File: src/rtl/kbd_pkg.sv
// Shared scancode constants, FSM state encoding and event field layout
// for the PS/2 keyboard event controller.
package kbd_pkg;

    localparam logic [7:0] SC_EXT    = 8'hE0;
    localparam logic [7:0] SC_BRK    = 8'hF0;
    localparam logic [7:0] SC_PAUSE  = 8'hE1;
    localparam logic [7:0] SC_LSHIFT = 8'h12;
    localparam logic [7:0] SC_RSHIFT = 8'h59;
    localparam logic [7:0] SC_CTRL   = 8'h14;
    localparam logic [7:0] SC_ALT    = 8'h11;
    localparam logic [7:0] SC_CAPS   = 8'h58;
    localparam logic [7:0] SC_ERR0   = 8'h00;
    localparam logic [7:0] SC_ERR1   = 8'hFF;

    localparam int EVT_W   = 10;
    localparam int EVT_BRK = 9;
    localparam int EVT_EXT = 8;

    typedef enum logic [1:0] {
        ST_IDLE,
        ST_POP,
        ST_PARSE
    } kbd_state_t;

endpackage

File: src/rtl/kbd_evt_fifo.sv
// Synchronous event FIFO with registered pointers; a write while full is
// accepted only when a read retires the head in the same cycle.
module kbd_evt_fifo #(
    parameter int DEPTH = 4,
    parameter int WIDTH = 10
) (
    input  logic             clk,
    input  logic             clrn,
    input  logic             i_wr,
    input  logic [WIDTH-1:0] i_wdata,
    input  logic             i_rd,
    output logic [WIDTH-1:0] o_rdata,
    output logic             o_full,
    output logic             o_empty
);

    localparam int AW = $clog2(DEPTH);
    localparam logic [AW:0] FULL_CNT = (AW+1)'(DEPTH);

    logic [WIDTH-1:0] r_mem [DEPTH];
    logic [AW-1:0]    r_wptr;
    logic [AW-1:0]    r_rptr;
    logic [AW:0]      r_count;
    logic             w_rd_ok;
    logic             w_wr_ok;

    assign o_empty = (r_count == '0);
    assign o_full  = (r_count == FULL_CNT);
    assign o_rdata = r_mem[r_rptr];
    assign w_rd_ok = i_rd & ~o_empty;
    assign w_wr_ok = i_wr & (~o_full | w_rd_ok);

    always_ff @(posedge clk) begin
        if (w_wr_ok) r_mem[r_wptr] <= i_wdata;
    end

    always_ff @(posedge clk or negedge clrn) begin
        if (!clrn) begin
            r_wptr  <= '0;
            r_rptr  <= '0;
            r_count <= '0;
        end else begin
            if (w_wr_ok) r_wptr <= r_wptr + AW'(1);
            if (w_rd_ok) r_rptr <= r_rptr + AW'(1);
            case ({w_wr_ok, w_rd_ok})
                2'b10:   r_count <= r_count + (AW+1)'(1);
                2'b01:   r_count <= r_count - (AW+1)'(1);
                default: r_count <= r_count;
            endcase
        end
    end

endmodule

File: src/rtl/kbd_event_ctrl.sv
// Pops PS/2 scancode bytes, parses make/break/E0/E1 sequences into 10-bit
// key events, tracks modifiers/caps and queues events for the consumer.
module kbd_event_ctrl
    import kbd_pkg::*;
#(
    parameter int EVQ_DEPTH  = 4,
    parameter bit REPEAT_EN  = 1'b0,
    parameter int PAUSE_SKIP = 7
) (
    input  logic             clk,
    input  logic             clrn,
    input  logic [7:0]       ps2_data,
    input  logic             ps2_ready,
    output logic             ps2_nextdata_n,
    output logic [EVT_W-1:0] evt_data,
    output logic             evt_valid,
    input  logic             evt_ready,
    output logic             shift,
    output logic             ctrl,
    output logic             alt,
    output logic             caps,
    output logic [7:0]       make_count,
    output logic             evt_overflow,
    output logic [7:0]       err_count
);

    kbd_state_t r_state, w_next;
    logic [7:0] r_byte;
    logic       r_nextdata_n;
    logic       r_ext, r_brk;
    logic [7:0] r_skip;
    logic [8:0] r_last_make;
    logic       r_last_valid;
    logic       r_shl, r_shr, r_ctl, r_ctr, r_altl, r_altr, r_caps;
    logic [7:0] r_make_cnt, r_err_cnt;
    logic       r_ovf;

    logic       w_parse, w_prefix, w_is_key, w_repeat, w_evt_wr;
    logic       w_full, w_empty, w_pop, w_accept;
    logic [8:0] w_key;

    always_comb begin
        w_next = r_state;
        case (r_state)
            ST_IDLE:  if (ps2_ready) w_next = ST_POP;
            ST_POP:   w_next = ST_PARSE;
            ST_PARSE: w_next = ST_IDLE;
            default:  w_next = ST_IDLE;
        endcase
    end

    // The pop strobe is registered from the next state so it is low exactly while in POP.
    always_ff @(posedge clk or negedge clrn) begin
        if (!clrn) begin
            r_state      <= ST_IDLE;
            r_nextdata_n <= 1'b1;
            r_byte       <= '0;
        end else begin
            r_state      <= w_next;
            r_nextdata_n <= (w_next != ST_POP);
            if (r_state == ST_IDLE && ps2_ready) r_byte <= ps2_data;
        end
    end

    assign w_parse  = (r_state == ST_PARSE) && (r_skip == '0);
    assign w_prefix = (r_byte == SC_EXT) || (r_byte == SC_BRK) || (r_byte == SC_PAUSE) ||
                      (r_byte == SC_ERR0) || (r_byte == SC_ERR1);
    assign w_is_key = w_parse && !w_prefix;
    assign w_key    = {r_ext, r_byte};
    assign w_repeat = !r_brk && r_last_valid && (r_last_make == w_key);
    assign w_evt_wr = w_is_key && !(w_repeat && !REPEAT_EN);
    assign w_pop    = !w_empty && evt_ready;
    assign w_accept = w_evt_wr && (!w_full || w_pop);

    always_ff @(posedge clk or negedge clrn) begin
        if (!clrn) begin
            r_ext <= 1'b0; r_brk <= 1'b0; r_skip <= '0; r_err_cnt <= '0;
            r_last_make <= '0; r_last_valid <= 1'b0;
            r_shl <= 1'b0; r_shr <= 1'b0; r_ctl <= 1'b0; r_ctr <= 1'b0;
            r_altl <= 1'b0; r_altr <= 1'b0; r_caps <= 1'b0;
        end else if (r_state == ST_PARSE) begin
            if (r_skip != '0) begin
                r_skip <= r_skip - 8'd1;
            end else begin
                case (r_byte)
                    SC_EXT:   r_ext  <= 1'b1;
                    SC_BRK:   r_brk  <= 1'b1;
                    SC_PAUSE: r_skip <= 8'(PAUSE_SKIP);
                    SC_ERR0, SC_ERR1: begin
                        if (r_err_cnt != 8'hFF) r_err_cnt <= r_err_cnt + 8'd1;
                        r_ext <= 1'b0;
                        r_brk <= 1'b0;
                    end
                    default: begin
                        r_ext <= 1'b0;
                        r_brk <= 1'b0;
                        if (!r_brk) begin
                            r_last_make  <= w_key;
                            r_last_valid <= 1'b1;
                        end else if (r_last_make == w_key) begin
                            r_last_valid <= 1'b0;
                        end
                        case (r_byte)
                            SC_LSHIFT: r_shl <= !r_brk;
                            SC_RSHIFT: r_shr <= !r_brk;
                            SC_CTRL:   if (r_ext) r_ctr <= !r_brk; else r_ctl <= !r_brk;
                            SC_ALT:    if (r_ext) r_altr <= !r_brk; else r_altl <= !r_brk;
                            SC_CAPS:   if (!r_brk && !w_repeat) r_caps <= !r_caps;
                            default:   ;
                        endcase
                    end
                endcase
            end
        end
    end

    always_ff @(posedge clk or negedge clrn) begin
        if (!clrn) begin
            r_make_cnt <= '0;
            r_ovf      <= 1'b0;
        end else begin
            if (w_accept && !r_brk)  r_make_cnt <= r_make_cnt + 8'd1;
            if (w_evt_wr && !w_accept) r_ovf    <= 1'b1;
        end
    end

    kbd_evt_fifo #(
        .DEPTH (EVQ_DEPTH),
        .WIDTH (EVT_W)
    ) u_fifo (
        .clk     (clk),
        .clrn    (clrn),
        .i_wr    (w_evt_wr),
        .i_wdata ({r_brk, r_ext, r_byte}),
        .i_rd    (w_pop),
        .o_rdata (evt_data),
        .o_full  (w_full),
        .o_empty (w_empty)
    );

    assign ps2_nextdata_n = r_nextdata_n;
    assign evt_valid      = !w_empty;
    assign shift          = r_shl | r_shr;
    assign ctrl           = r_ctl | r_ctr;
    assign alt            = r_altl | r_altr;
    assign caps           = r_caps;
    assign make_count     = r_make_cnt;
    assign err_count      = r_err_cnt;
    assign evt_overflow   = r_ovf;

endmodule
File: config.mk
export PLATFORM = sky130hd
export DESIGN_NAME = kbd_event_ctrl
export DESIGN_NICKNAME = d
export VERILOG_FILES = /design/src/rtl/kbd_pkg.sv /design/src/rtl/kbd_evt_fifo.sv /design/src/rtl/kbd_event_ctrl.sv
export SDC_FILE = /design/constraint.sdc
export NUM_CORES = 1
export LEC_CHECK = 0
export ABC_AREA = 1
export BUFFER_PORTS_ARGS = -buffer_cell sky130_fd_sc_hd__clkbuf_2
export CAP_MARGIN = 20
export CORE_MARGIN = 8
export CORE_UTILIZATION = 59
export DETAILED_ROUTE_END_ITERATION = 10
export PLACE_DENSITY_LB_ADDON = 0.08
export SYNTH_ARGS = -nofsm -noshare
export SYNTH_HDL_FRONTEND = slang
export SYNTH_SLANG_ARGS = --single-unit
File: constraint.sdc
create_clock -name clk -period 3 [get_ports clk]
set_input_delay 0.15 -clock clk [delete_from_list [all_inputs] [get_ports clk]]
set_output_delay 0.15 -clock clk [all_outputs]
set_load 0.03 [all_outputs]
==> run metrics, run 1 <==
Pwr Total 0.004151 W; skew final 10.40 ps; initial core utilization 0.6082; required time worst endpoint 3250 ps; Tightest Pin Transition 752.8 ps; Reg power frac 0.477; Comb pwr share 0.332; Pre-antenna DRT Iters 4; worst hold path class input pin to flop; core area 7727 sq um; # clock sinks 102; Final Cell Area 5271 sq um; final WL 9061 um; register area 2754 sq um; Final Cycle Share 0.8729; Area growth, synth to finish 12.17%; RSZ-0062 raised after global routing false; Hold-fix buffers, CTS 4; Slew Limit Headroom 0.4981; asr flop ratio synth 0.6078; Root Driver clkbuf_8; Distinct cells, synth 37; final setup vio count 0; total negative slack 0 ps; Placed Area 5049 sq um; Worst Path Class, Setup flop to flop; DR DRC count 0; peak supply drop 385.7 uV; WP data arrival 2870 ps; final weighted congestion in routability-driven placement 0.8458; largest net degree at the start of global routing 63; vias per inst 5.232; Synth Net Count 517; Post-DP HPWL 6586 um; Fmax 381.9 MHz; fillers 623; yosys warns 0; count of input and output buffers 44; run status completed; max-slew violations 0; Die W 105.3 um; die area 11080 sq um; area of the multi-input gates 1677 sq um; DR WL/cell 13.75 um; TritonCTS buffer count 9; mapped cell area 4700 sq um; nature of the critical path endpoint flop; worst skew pair latency 370 ps; max cap viols 0; total gr overflow 0; sequential fraction of the synthesis area 0.5860; Clock power frac 0.191; initial antenna violation count 0; Critical R2R Capture u_fifo.r_count[2]$_DFFE_PN0P_; worst r2r src r_byte[5]$_DFFE_PN0P_; clock buffer depth 2; Site Rows 32; CP endpoint u_fifo.r_count[2]$_DFFE_PN0P_; number of enable flip-flop cells after synthesis 40; number of I/O pins 45; crit path from r_byte[5]$_DFFE_PN0P_; number of DRC markers in iteration 0 119; via count 3448; most frequent cells in the layout nand2_1, nor2_1, dfrtp_1; reg-to-reg slack, setup 380 ps; global-route wire length before repair 15390 um; H-tree Lvls 3; Layout Utilization 0.6822; vias in the first global route 3476; Leak Pwr 2.468 nW; commonest non-fill, non-tap cell in the layout nand2_1; PwrDens 787.5 nW/um^2; # diodes 0; Post-Syn Instances 496; Int Power 0.002469 W; Worst-path clk slew 100 ps; Synth Register Bits 102; share of cells above drive strength 1 0.1706; Hold WS 10.47 ps; Sw Share 0.4053; maximum fanout along the worst path 10; DIE HEIGHT 105.3 um; minimum clock period 2619 ps; Final #Nets 573; r2r worst-path depth 16; Syn Area/Cell 9.475 sq um; Antenna Nets Post-Route 0; ys flop type dfrtp_1; post-CTS sizing 0; P_sw 0.001683 W; CTS tree built; critical path launch point type flop; gr usage total 0.1705; Hold Fails Final Rpt 0; post-CTS setup buffers 0
## synth_stat cells (7+ instances only)
library cell | instances | area (sq um)
nor2_1 | 62 | 232.7
xor2_1 | 13 | 113.9
nand2_1 | 107 | 401.6
xnor2_1 | 7 | 61.31
edfxtp_1 | 40 | 1201
inv_1 | 51 | 191.4
o21ai_0 | 48 | 240.2
ha_1 | 8 | 100.1
o22ai_1 | 10 | 62.56
dfrtp_1 | 61 | 1526
nand3_1 | 24 | 120.1
## area by class of cell
cell class / count / share of cell area
inverter: 58 / 0.04130
tap: 102 / 0.02421
clock buffer: 9 / 0.02350
clock inverter: 7 / 0.01116
timing repair buffer: 55 / 0.05934
sequential: 102 / 0.5224
multi-input combinational: 326 / 0.3181
## stage by stage
stage,std cells,worst slack (ps)
final,659,381.3
after detailed placement,639,367.0
after global placement,639,429.3
after global routing,659,90.11
after floorplan,496,645.6
after CTS,659,381.0
## registers in the layout, indices dropped and copies added, names as in the netlist, 2 cells and up
signal,cells
u_fifo.r_rptr,2
r_state,2
r_last_make,9
u_fifo.r_mem,40
u_fifo.r_count,3
make_count,8
r_skip,8
u_fifo.r_wptr,2
err_count,8
r_byte,8
## cell families (layout without fill, tap and decap cells)
group	Yosys count	after routing	synth area share
xor gates and xnor gates	20	20	0.03727
and+or+nand+nor	228	228	0.2143
AOI/OAI and AO/OA	68	68	0.07721
buffers and inverters	68	129	0.05724
muxes	1	1	0.002396
adders and majority gates	9	9	0.02556
DFF	102	102	0.5860
## worst max-delay path, cell delays in order (launching register included)
cell and delay (ps):
dfrtp_1 560, inv_2 110, nor2_1 100, nand2_1 70
nor2_2 150, nor2_2 50, nand2_2 100, nor2_4 60
nand2_2 110, nor2_4 40, inv_1 140, ha_1 170
inv_1 60, fa_1 380, a21oi_1 140, o21ai_0 110
xor2_1 160
## worst min path at each step
stage                           start                         to  slack (ps)  depth (start not counted)
after floorplan                  clrn           caps$_DFFE_PN0P_        -150                          0
after global placement      ps2_ready   ps2_nextdata_n$_DFF_PN1_         350                          2
after detailed placement         clrn  make_count[0]$_DFFE_PN0P_         360                          2
after CTS                 ps2_data[0]      r_byte[0]$_DFFE_PN0P_           4                          3
after global routing      ps2_data[6]      r_byte[6]$_DFFE_PN0P_           9                          3
final                     ps2_data[6]      r_byte[6]$_DFFE_PN0P_          10                          3
## power by group through the flow
stage	Sequential (W)	Combinational [W]	Clock, W
3_5_place_dp	0.00200	0.00139	0
4_1_cts	0.00198	0.00140	0.000813
2_1_floorplan	0.00197	0.00102	0
6_report	0.00198	0.00138	0.000793
5_1_grt	0.00202	0.00155	0.000863
3_3_place_gp	0.00199	0.00134	0
## layer usage
metal / global-route usage / routed length (um) / vias up
met3: 0.03471 / 287 / 16
met2: 0.3121 / 4755 / 61
met1: 0.1864 / 3840 / 1649
met5: 0 / 0 / -
li1: - / - / 1722
met4: 0.07441 / 177 / 0
No activity file was read; power rests on OpenSTA's default activity.
==> run 2: changes to the inputs <==
ABC_AREA = 0   (was 1)
==> run metrics, run 2 <==
run status completed; final weighted congestion in routability-driven placement 0.7867 (-7.0%); max cap viols 0 (unchanged); DR DRC count 0 (unchanged); worst hold path class input pin to flop; Area growth, synth to finish 14.19%; sequential fraction of the synthesis area 0.5869 (+0.0009376); total gr overflow 0 (unchanged); commonest non-fill, non-tap cell in the layout dfrtp_1; global-route wire length before repair 14900 um (-3.2%); Hold WS 15.46 ps (+4.996 ps); final WL 8688 um (-4.1%); post-CTS sizing 0 (unchanged); Worst Path Class, Setup flop to flop; Final Cycle Share 0.9249 (+0.05204); Synth top area share 0.3253 (+0.0005197); Synth Net Count 360 (-30%); yosys warns 0 (unchanged); area of the multi-input gates 1815 sq um (+8.3%); TritonCTS buffer count 9 (unchanged); post-CTS setup buffers 0 (unchanged); CTS tree built; Die W 105.2 um (about the same); # clock sinks 102 (unchanged); Fmax 360.4 MHz (-5.6%); worst skew pair latency 370 ps (about the same); share of cells above drive strength 1 0.2902 (+0.1197); count of input and output buffers 44 (unchanged); mapped cell area 4692 sq um (-0.16%); core area 7727 sq um (unchanged); initial core utilization 0.6072 (-0.0009715); total negative slack 0 ps (unchanged); Post-Place Cells 493 (-23%); Site Rows 32 (unchanged); Placed Area 5131 sq um (+1.6%); critical path launch point type flop; worst-path cell chain or4_1, or3b_4, nand3_1, nor3_2, inv_1, ha_1, inv_1, fa_1, xor2_1, nor2_1, xor2_1; via count 2812 (-18%); slowest CP cell or4_1; final setup vio count 0 (unchanged); register area 2754 sq um (unchanged); Worst path max stage delay 550 ps (about the same); fillers 553 (-11%); Synth top cells by count dfrtp_1, edfxtp_1, xor2_1; RSZ-0062 raised after global routing false; peak supply drop 351.1 uV (-9.0%); Antenna Nets Post-Route 0 (unchanged); Distinct cells, synth 55 (+49%); number of I/O pins 45 (unchanged); r2r worst-path depth 11 (-5); Final #Nets 426 (-26%); PwrDens 757.1 nW/um^2 (-3.9%); max reg flops 40 (unchanged); Hold Fails Final Rpt 0 (unchanged); asr flop ratio synth 0.6078 (unchanged); most frequent cells in the layout dfrtp_1, clkbuf_2, edfxtp_1; Slew Limit Headroom 0.4692 (-0.02887); ys flop type dfrtp_1; Pwr Total 0.004056 W (-2.3%); fin cells 512 (-22%); max-slew violations 0 (unchanged); die area 11060 sq um (-0.14%); top cells by area, synth dfrtp_1, edfxtp_1, xor2_1; DR WL/cell 16.97 um (+23%); Pre-antenna DRT Iters 4 (unchanged); Synth area leader dfrtp_1; Final Cell Area 5358 sq um (+1.6%); Post-Syn Instances 339 (-32%); vias per inst 5.492 (+5.0%); most frequent cell after synthesis dfrtp_1; vias in the first global route 3030 (-13%); largest net degree at the start of global routing 63 (unchanged); Top Registers u_fifo.r_mem x40, r_last_make x9; maximum fanout along the worst path 4 (-6); worst hold stages 2 (-1); Post-DP HPWL 6224 um (-5.5%); Syn Area/Cell 13.84 sq um (+46%); Tightest Pin Transition 796.2 ps (+43.30 ps); WP data arrival 3080 ps (+210 ps); required time worst endpoint 3310 ps (+60 ps); Hold-fix buffers, CTS 3 (-1); # diodes 0 (unchanged); Synth Register Bits 102 (unchanged); DIE HEIGHT 105.2 um (about the same); Worst-path clk slew 110 ps (about the same); skew final 18.12 ps (+7.716 ps); Root Driver clkbuf_8; nature of the critical path endpoint flop; minimum clock period 2775 ps (+156.1 ps); number of enable flip-flop cells after synthesis 40 (unchanged); gr usage total 0.1676 (-0.002914); H-tree Lvls 3 (unchanged); clock buffer depth 2 (unchanged); initial antenna violation count 0 (unchanged); Leak Pwr 2.309 nW (-6.4%); number of DRC markers in iteration 0 171 (+44%); Top reg by flops u_fifo.r_mem
run 2: changes by cell type in the layout (fill, tap and decap cells not counted), sizes merged, moves of 10 or more:
cell   delta
nand2    -89
o21ai    -49
mux4     +10
nor2     -58
xor2     +15
nand3    -17
inv      -38
buf      +13
mux2     +22
run 2: cell type report:
cell class,count,share of cell area
flip-flops and latches,102,0.5140
multi-input cells,208,0.3389
repair buffers,67,0.07473
well taps,102,0.02382
clock buffers,9,0.02312
clock inverters,7,0.01355
inverters,17,0.01191
run 2: power breakdown:
group          switching, W  leakage [nW]  internal (W)
combinational      0.000675          1.08      0.000565
clock              0.000515        0.0970      0.000327
sequential         0.000273          1.13       0.00170
total               0.00146          2.31       0.00259
run 2: kinds of logic after synthesis:
logic type | share of synthesized area
AND/OR/NAND/NOR | 0.1499
adder cells (fa/ha/maj) | 0.02560
AO/OA/AOI/OAI | 0.02267
buffers and inverters | 0.02613
flip-flops | 0.5869
XOR/XNOR | 0.06347
multiplexers | 0.1253
run 2: stage by stage:
step	util	setup WS (ps)
2_1_floorplan	-	186.8
3_3_place_gp	0.6640	303.7
3_5_place_dp	0.6640	233.5
4_1_cts	0.6933	236.4
5_1_grt	0.6933	79.32
6_report	0.6933	225.2
run 2: path summary, 6_finish.rpt:
check                                          from                             to  slack [ps]
setup / recovery              r_byte[1]$_DFFE_PN0P_  u_fifo.r_count[2]$_DFFE_PN0P_         230
hold / removal                          ps2_data[5]          r_byte[5]$_DFFE_PN0P_          20
setup reg to reg              r_byte[1]$_DFFE_PN0P_  u_fifo.r_count[2]$_DFFE_PN0P_         230
hold reg to reg            evt_overflow$_DFFE_PN0P_       evt_overflow$_DFFE_PN0P_         480
max in group asynchronous                      clrn          r_byte[2]$_DFFE_PN0P_        1990
min in group asynchronous                      clrn       evt_overflow$_DFFE_PN0P_         480
run 2: layer usage:
metal | routed length, um | global-route usage | share of wire
met5 | 0 | 0 | 0
met4 | 87 | 0.05097 | 0.010
met3 | 370 | 0.05221 | 0.043
met2 | 4424 | 0.2787 | 0.51
met1 | 3806 | 0.2047 | 0.44
run 2: critical path: cells and delay by family (launching register included):
family        cells  cell delay, ps
buf+inv           2             120
fa+ha+maj         2             560
xor+xnor          2             310
flops             1             400
simple gates      5            1360
==> run 3: changes to the inputs <==
ABC_AREA = 1   (was 0)
RECOVER_POWER = 25   (was unset)
==> run metrics, run 3 (synthesized netlist as in run 1, its figures left out) <==
Top Registers u_fifo.r_mem x40, r_last_make x9; area of the multi-input gates 1677 sq um (-7.6%); vias in the first global route 3476 (+15%); nature of the critical path endpoint flop; Site Rows 32 (unchanged); die area 11080 sq um (+0.14%); number of DRC markers in iteration 0 120 (-30%); # clock sinks 102 (unchanged); gr usage total 0.1705 (+0.002914); WP data arrival 2870 ps (-210 ps); initial core utilization 0.6082 (+0.0009715); vias per inst 5.223 (-4.9%); H-tree Lvls 3 (unchanged); DIE HEIGHT 105.3 um (about the same); RSZ-0062 raised after global routing false; fillers 623 (+13%); critical path launch point type flop; clock buffer depth 2 (unchanged); Final Cell Area 5268 sq um (-1.7%); final WL 9064 um (+4.3%); post-CTS setup buffers 0 (unchanged); # diodes 0 (unchanged); Hold Fails Final Rpt 0 (unchanged); most frequent cells in the layout nand2_1, nor2_1, dfrtp_1; worst hold path class input pin to flop; count of input and output buffers 44 (unchanged); worst skew pair latency 370 ps (about the same); Die W 105.3 um (about the same); commonest non-fill, non-tap cell in the layout nand2_1; number of I/O pins 45 (unchanged); Worst Path Class, Setup flop to flop; PwrDens 787.7 nW/um^2 (+4.0%); Final Cycle Share 0.8729 (-0.05204); DR WL/cell 13.75 um (-19%); final setup vio count 0 (unchanged); TritonCTS buffer count 9 (unchanged); register area 2754 sq um (unchanged); Area growth, synth to finish 12.09%; minimum clock period 2619 ps (-156.1 ps); peak supply drop 386.0 uV (+9.9%); Pre-antenna DRT Iters 4 (unchanged); maximum fanout along the worst path 10 (+6); final weighted congestion in routability-driven placement 0.8458 (+7.5%); via count 3442 (+22%); initial antenna violation count 0 (unchanged); Worst-path clk slew 100 ps (about the same); run status completed; required time worst endpoint 3250 ps (-60 ps); skew final 10.72 ps (-7.405 ps); Antenna Nets Post-Route 0 (unchanged); Tightest Pin Transition 1483 ps (+686.6 ps); Root Driver clkbuf_8; max reg flops 40 (unchanged); global-route wire length before repair 15390 um (+3.3%); Final #Nets 573 (+35%); Post-DP HPWL 6586 um (+5.8%); share of cells above drive strength 1 0.1688 (-0.1215); CTS tree built; Fmax 381.9 MHz (+6.0%); core area 7727 sq um (unchanged); Top reg by flops u_fifo.r_mem; DR DRC count 0 (unchanged); largest net degree at the start of global routing 63 (unchanged); Leak Pwr 2.464 nW (+6.7%); max cap viols 0 (unchanged); max-slew violations 0 (unchanged); Placed Area 5049 sq um (-1.6%); total gr overflow 0 (unchanged); Slew Limit Headroom 0.01150 (-0.4577); total negative slack 0 ps (unchanged)
## run 3: layout make-up
| type | count | share of cell area |
|---|---|---|
| clock buffers | 9 | 0.02352 |
| well taps | 102 | 0.02423 |
| clock inverters | 7 | 0.01116 |
| inverters | 58 | 0.04133 |
| repair buffers | 55 | 0.05867 |
| flip-flops and latches | 102 | 0.5228 |
| multi-input cells | 326 | 0.3183 |
## run 3: power breakdown
group / internal [W] / switching [W]
Clock: 0.000312 / 0.000481
Sequential: 0.00172 / 0.000264
Combinational: 0.000437 / 0.000938
## run 3: through the flow
stage / util / instances / power [W] / hold WS (ps) / setup WS, ps
after floorplan: - / 496 / 0.002989 / -145.6 / 645.6
after global placement: 0.6533 / 639 / 0.003335 / 346.0 / 429.3
after CTS: 0.6822 / 659 / 0.004186 / 3.596 / 381.0
final: 0.6817 / 659 / 0.004149 / 10.42 / 381.3
after detailed placement: 0.6533 / 639 / 0.003395 / 356.7 / 367.0
after global routing: 0.6817 / 659 / 0.004428 / 9.440 / 90.11
## run 3: path summary, 6_finish.rpt
| path | end | startpoint | slack, ps | depth (start not counted) |
|---|---|---|---|---|
| worst max-delay path | u_fifo.r_count[2]$_DFFE_PN0P_ | r_byte[5]$_DFFE_PN0P_ | 380 | 16 |
| worst min-delay path | r_byte[6]$_DFFE_PN0P_ | ps2_data[6] | 10 | 3 |
| worst max register to register | u_fifo.r_count[2]$_DFFE_PN0P_ | r_byte[5]$_DFFE_PN0P_ | 380 | 16 |
| worst min register to register | r_state[1]$_DFF_PN0_ | r_state[1]$_DFF_PN0_ | 430 | 1 |
| max in group asynchronous | r_byte[3]$_DFFE_PN0P_ | clrn | 1360 | 3 |
| min in group asynchronous | make_count[0]$_DFFE_PN0P_ | clrn | 750 | 3 |
## run 3: critical path, stage by stage (launching register included)
cell and delay (ps):
dfrtp_1 560, inv_2 110, nor2_1 100, nand2_1 70, nor2_2 150, nor2_2 50, nand2_2 100, nor2_4 60
nand2_2 110, nor2_4 40, inv_1 140, ha_1 170, inv_1 60, fa_1 380, a21oi_1 140, o21ai_0 110
xor2_1 160
## run 3: timing repair
item                       CTS  global route
hold endpoints to repair    64             0
resized for setup            0             0
hold buffers                 4             0
setup endpoints to repair    0             0
## run 3: per-layer routing
| metal | GRT usage | vias up | part of all wire |
|---|---|---|---|
| met2 | 0.3121 | 59 | 0.52 |
| li1 | - | 1722 | - |
| met3 | 0.03471 | 16 | 0.032 |
| met4 | 0.07441 | 0 | 0.020 |
| met1 | 0.1864 | 1645 | 0.42 |
| met5 | 0 | - | 0 |
